`src/rtl/guitar_pkg.sv`:
```
// guitar_pkg: shared defaults and arbiter state type for the string pluck controller.
package guitar_pkg;
    localparam int DEF_NUM_STRINGS = 6;
    localparam int DEF_TICK_DIV    = 1666667;
    localparam int DEF_SUSTAIN     = 24;
    localparam int DEF_IDX_W       = 3;

    typedef enum logic {IDLE, OFFER} arb_state_e;
endpackage

```
`src/rtl/string_pluck_ctrl_rr_pick.sv`:
```
// rr_pick: combinational round-robin find-first over pending, starting after last grant.
module rr_pick #(
    parameter int N     = 6,
    parameter int IDX_W = 3
) (
    input  logic [N-1:0]     pend_i,
    input  logic [IDX_W-1:0] last_i,
    output logic [IDX_W-1:0] idx_o,
    output logic             found_o
);
    logic [IDX_W-1:0] cand;

    // Scan farthest candidate first so the nearest one after last_i wins.
    always_comb begin
        idx_o   = '0;
        found_o = 1'b0;
        cand    = '0;
        for (int k = N; k >= 1; k--) begin
            cand = IDX_W'((int'(last_i) + k) % N);
            if (pend_i[cand]) begin
                idx_o   = cand;
                found_o = 1'b1;
            end
        end
    end
endmodule

```
`src/rtl/string_pluck_ctrl.sv`:
```
// string_pluck_ctrl: shared oscillation tick, per-string sustain/oscillation,
// and round-robin arbitration of plucked strings onto one tone channel.
module string_pluck_ctrl
    import guitar_pkg::*;
#(
    parameter int NUM_STRINGS = DEF_NUM_STRINGS,
    parameter int TICK_DIV    = DEF_TICK_DIV,
    parameter int SUSTAIN     = DEF_SUSTAIN,
    parameter int IDX_W       = DEF_IDX_W
) (
    input  logic                     clk,
    input  logic                     reset,
    input  logic [NUM_STRINGS-1:0]   pluck,
    output logic                     tick,
    output logic [NUM_STRINGS-1:0]   vibrate,
    output logic [2*NUM_STRINGS-1:0] osc_off,
    output logic                     tone_valid,
    output logic [IDX_W-1:0]         tone_idx,
    input  logic                     tone_ready
);
    localparam int CNT_W = $clog2(TICK_DIV + 1);
    localparam int SUS_W = $clog2(SUSTAIN + 1);

    logic [CNT_W-1:0]       cnt_q;
    logic [NUM_STRINGS-1:0] pluck_q, rise, pend_q, pend_d, clr;
    logic [SUS_W-1:0]       sus_q [NUM_STRINGS];
    logic [1:0]             osc_q [NUM_STRINGS];
    arb_state_e             state_q;
    logic                   tone_valid_q, found, hs;
    logic [IDX_W-1:0]       tone_idx_q, last_q, pick;

    assign tick       = cnt_q == CNT_W'(TICK_DIV - 1);
    assign rise       = pluck & ~pluck_q;
    assign hs         = state_q == OFFER && tone_valid_q && tone_ready;
    assign tone_valid = tone_valid_q;
    assign tone_idx   = tone_idx_q;

    // A new rise on the bit being granted keeps it pending.
    always_comb begin
        clr = '0;
        clr[tone_idx_q] = hs;
        pend_d = (pend_q & ~clr) | rise;
    end

    always_comb begin
        vibrate = '0;
        osc_off = '0;
        for (int i = 0; i < NUM_STRINGS; i++) begin
            vibrate[i]       = sus_q[i] != '0;
            osc_off[2*i +: 2] = osc_q[i] & {2{sus_q[i] != '0}};
        end
    end

    always_ff @(posedge clk) begin
        if (reset) begin
            cnt_q   <= '0;
            pluck_q <= '0;
            pend_q  <= '0;
        end else begin
            cnt_q   <= tick ? '0 : cnt_q + CNT_W'(1);
            pluck_q <= pluck;
            pend_q  <= pend_d;
        end
    end

    always_ff @(posedge clk) begin
        for (int i = 0; i < NUM_STRINGS; i++) begin
            if (reset) begin
                sus_q[i] <= '0;
                osc_q[i] <= '0;
            end else begin
                sus_q[i] <= rise[i] ? SUS_W'(SUSTAIN) :
                            (tick && vibrate[i]) ? sus_q[i] - SUS_W'(1) : sus_q[i];
                osc_q[i] <= !vibrate[i] ? 2'b00 : tick ? osc_q[i] ^ 2'b10 : osc_q[i];
            end
        end
    end

    rr_pick #(.N(NUM_STRINGS), .IDX_W(IDX_W)) u_pick (
        .pend_i  (pend_q),
        .last_i  (last_q),
        .idx_o   (pick),
        .found_o (found)
    );

    always_ff @(posedge clk) begin
        if (reset) begin
            state_q      <= IDLE;
            tone_valid_q <= 1'b0;
            tone_idx_q   <= '0;
            last_q       <= IDX_W'(NUM_STRINGS - 1);
        end else begin
            case (state_q)
                IDLE: if (found) begin
                    tone_idx_q   <= pick;
                    tone_valid_q <= 1'b1;
                    state_q      <= OFFER;
                end
                OFFER: if (tone_ready) begin
                    tone_valid_q <= 1'b0;
                    last_q       <= tone_idx_q;
                    state_q      <= IDLE;
                end
                default: state_q <= IDLE;
            endcase
        end
    end
endmodule

```
`config.mk`:
```
export PLATFORM = sky130hd
export DESIGN_NAME = string_pluck_ctrl
export DESIGN_NICKNAME = d
export VERILOG_FILES = /design/src/rtl/guitar_pkg.sv /design/src/rtl/string_pluck_ctrl_rr_pick.sv /design/src/rtl/string_pluck_ctrl.sv
export SDC_FILE = /design/constraint.sdc
export NUM_CORES = 1
export LEC_CHECK = 0
export BUFFER_PORTS_ARGS = -buffer_cell sky130_fd_sc_hd__buf_2
export CAP_MARGIN = 20
export CORE_MARGIN = 2
export CORE_UTILIZATION = 28
export DETAILED_ROUTE_END_ITERATION = 7
export PLACE_DENSITY = 0.45
export SYNTH_ARGS = -nofsm -noshare
export SYNTH_HDL_FRONTEND = slang
export SYNTH_HIERARCHICAL = 1
export SYNTH_SLANG_ARGS = --single-unit
```
`constraint.sdc`:
```
create_clock -name clk -period 6.24 [get_ports clk]
set_input_delay 0.936 -clock clk [delete_from_list [all_inputs] [get_ports clk]]
set_output_delay 0.936 -clock clk [all_outputs]
set_load 0.005 [all_outputs]
```
==> flow_summary.ini <==
[run_status]
status = completed

[timing]
finalSetupViolations = 0
tightest_slew_ns = 0.919
hold_violations = 0
rsz0062_at_grt = false
tns_ns = 0
clock.fmax_mhz = 279
fin_skew_ns = 0.00674
layout_min_cycle_time_ns = 3.59
setup_slack_ns = 2.65
finalCritPeriodShare_pct = 57.5
slew_headroom_pct = 37.9
drv_slew = 0

[floorplanning]
dieWidth_um = 132
core_um2 = 15900
dieArea_um2 = 17300
die_h_um = 132
ios = 32
initial_core_util_pct = 28.7
num_rows = 46

[finish]
final_common_cell = dfxtp_1
final_cell_mix = 77 x dfxtp_1, 54 x nor2_1, 37 x inv_1, 37 x a21oi_1, 30 x o21ai_0
finalNetCount = 594
areaGrowthSynthToFinish_pct = 12.0
final_layout_size_suffix_gt1_share_pct = 11.4
n_antenna_cell = 0

[cts]
cts-buffers-inserted = 9
postCtsResizedCells = 0
htree_levels = 3
clk_latency_ns = 0.34
clk_pin_slew_ns = 0.06
clk_path_buf_depth = 2
clock_sinks = 77
cts_root_buffer = clkbuf_16
hold_buffers = 0
postCtsSetupBuffers = 0
cts_tree = yes

[power_and_ir_drop]
vdd_drop_max_v = 0.000115
p_int_mw = 1.01
clockPowerShare_pct = 38.3
p_seq_share_pct = 38.5
p_sw_share_pct = 30.3
leakage_nw = 1.97
p_comb_share_pct = 23.2
p_per_area_nw_per_um2 = 283
switching_power_uw = 438

[global_routing]
overflow = 0
grt_first_pass_wirelength_mm = 18.4
grt_usage_pct = 12.9
grt_max_degree = 46
antenna_found_initial = 0
grt_pass1_vias = 3770

[route]
vias_per_cell = 5.00
finalWirelength_mm = 11.0
dr.pass1.iters = 4
wire_per_inst_um = 14.0
drtIter0Drc = 221
drc = 0
vias = 3943
ant_nets = 0

[logic_synthesis]
syn_inst = 561
async_flop_share_pct = 0
synth.distinct_cells = 54
synth_warnings = 6
ys_ff_latch = 77
synthFlopType = dfxtp_1
netlist.area_leader.share_pct = 33.8
synth_enable_flop_cells = 0
yosys-top-cells-area = dfxtp_1 34%, ha_1 4.9%, nor2_1 4.4%
syn_area_um2 = 4570
synth.largest_area_cell = dfxtp_1
seq_area_frac_synth_pct = 33.8
syn_area_per_cell_um2 = 8.14

[setup_path]
worst_r2r_endpoint = tone_idx[1]
endpoint_kind = register
cp_slowest_cell = dfxtp_1
crit_arrival_ns = 3.78
worstRegToRegCells = 14
startpoint_type = register
setup.worst_path.start = last_q[0]
crit_path_end = tone_idx[1]
crit_fanout = 20
cpPeakStageDelay_ns = 0.80
r2r-start = last_q[0]
critPathKind = reg2reg
r2r_slack_ns = 2.65
cp.required_ns = 6.44
path_cells = inv_1, ha_1, xor2_1, inv_1, ha_1, nand2b_1, o21ai_0, a221oi_1, a21oi_1, a21boi_2, nand4_1, nor2b_1, mux2i_1, nor2_1

[run]
cap_violations = 0

[placed_design]
port_buffers = 25
dp_hpwl_mm = 7.77
gp_congestion = 0.844
pre_cts_ws_ns = 2.71

[worst_hold_path]
min-delay-path-class = reg2reg
-- registers in the layout (all words and copies together), names as in the netlist --
| signal | count |
|---|---|
| sus_q | 30 |
| pluck_q | 6 |
| state_q | 1 |
| pend_q | 6 |
| tone_idx | 3 |
| osc_q | 6 |
| tone_valid | 1 |
| last_q | 3 |
| cnt_q | 21 |
-- area by class of cell --
| class | count | area [µm²] |
|---|---|---|
| clock buffers | 12 | 236 |
| clock inverters | 4 | 72.6 |
| fillers | 1697 | 10800 |
| inverters | 38 | 143 |
| multi-input cells | 414 | 2710 |
| flip-flops and latches | 77 | 1540 |
| well taps | 216 | 270 |
| repair buffers | 27 | 140 |
-- synthesized netlist by cell type (3+ instances only) --
master	instances
o21ai_0	30
inv_1	37
nand2b_1	24
and2_1	13
a31oi_1	14
mux2_2	10
mux2i_1	8
nand3_1	12
buf_4	6
or3_1	16
dfxtp_1	77
and3_1	5
nor2b_1	11
clkbuf_1	13
a211oi_1	16
nor2_1	54
or4_1	4
nand4_1	16
xnor2_1	3
o31ai_1	12
nor3_1	17
a21o_1	3
and4_1	11
nor4_1	6
a21oi_1	37
nor4b_2	4
buf_2	15
ha_1	18
a211o_1	3
xor2_1	12
nand2_1	26
-- critical path, delay by kind of cell, from the launching register on --
family          cells  cell delay (ns)
compound gates      4             0.70
xor+xnor            1             0.24
fa+ha+maj           2             0.51
buf+inv             2             0.24
flops               1             0.80
mux                 1             0.24
simple gates        4             0.71
-- power groups by stage --
| stage | Clock, mW | Sequential (mW) | Combinational [mW] |
|---|---|---|---|
| 4_1_cts | 0.573 | 0.556 | 0.337 |
| 6_report | 0.554 | 0.557 | 0.336 |
| 3_3_place_gp | 0 | 0.568 | 0.330 |
| 5_1_grt | 0.595 | 0.563 | 0.375 |
| 3_5_place_dp | 0 | 0.568 | 0.335 |
| 2_1_floorplan | 0 | 0.555 | 0.266 |
-- cell families after synthesis --
logic type	after synthesis	share of synthesized area, %
AND/OR/NAND/NOR	228	28.6
other	1	0.0821
buffers and inverters	75	7.26
XOR/XNOR	16	3.23
multiplexers	18	4.22
flip-flops	77	33.8
adder cells (fa/ha/maj)	18	4.93
AO/OA/AOI/OAI	128	17.9
-- metrics by stage --
stage | utilization, % | hold WS, ns | std cells | power (mW) | area, µm²
CTS | 32.2 | 0.480 | 788 | 1.47 | 5120
detailed placement | 30.3 | 0.467 | 772 | 0.903 | 4810
finish | 32.2 | 0.475 | 788 | 1.45 | 5120
global route | 32.2 | 0.501 | 788 | 1.53 | 5120
global placement | 30.3 | 0.459 | 772 | 0.898 | 4810
floorplan | - | 0.437 | 566 | 0.821 | 4590
-- per-layer routing --
layer,track usage (%),routed length (µm),vias up
met3,2.35,347,19
met5,0,0,-
met1,16.1,5260,1854
li1,-,-,2001
met2,21.9,5220,69
met4,5.43,221,0
-- how the worst min path moves through the flow --
stage | end | startpoint | cells past startpoint | slack [ns]
3_5_place_dp | cnt_q[0] | cnt_q[0] | 1 | 0.47
2_1_floorplan | cnt_q[0] | cnt_q[0] | 1 | 0.44
6_report | cnt_q[0] | cnt_q[0] | 1 | 0.48
4_1_cts | cnt_q[0] | cnt_q[0] | 1 | 0.48
5_1_grt | sus_q[0][9] | sus_q[0][9] | 2 | 0.50
3_3_place_gp | cnt_q[0] | cnt_q[0] | 1 | 0.46
No activity file was read; power rests on OpenSTA's default activity.
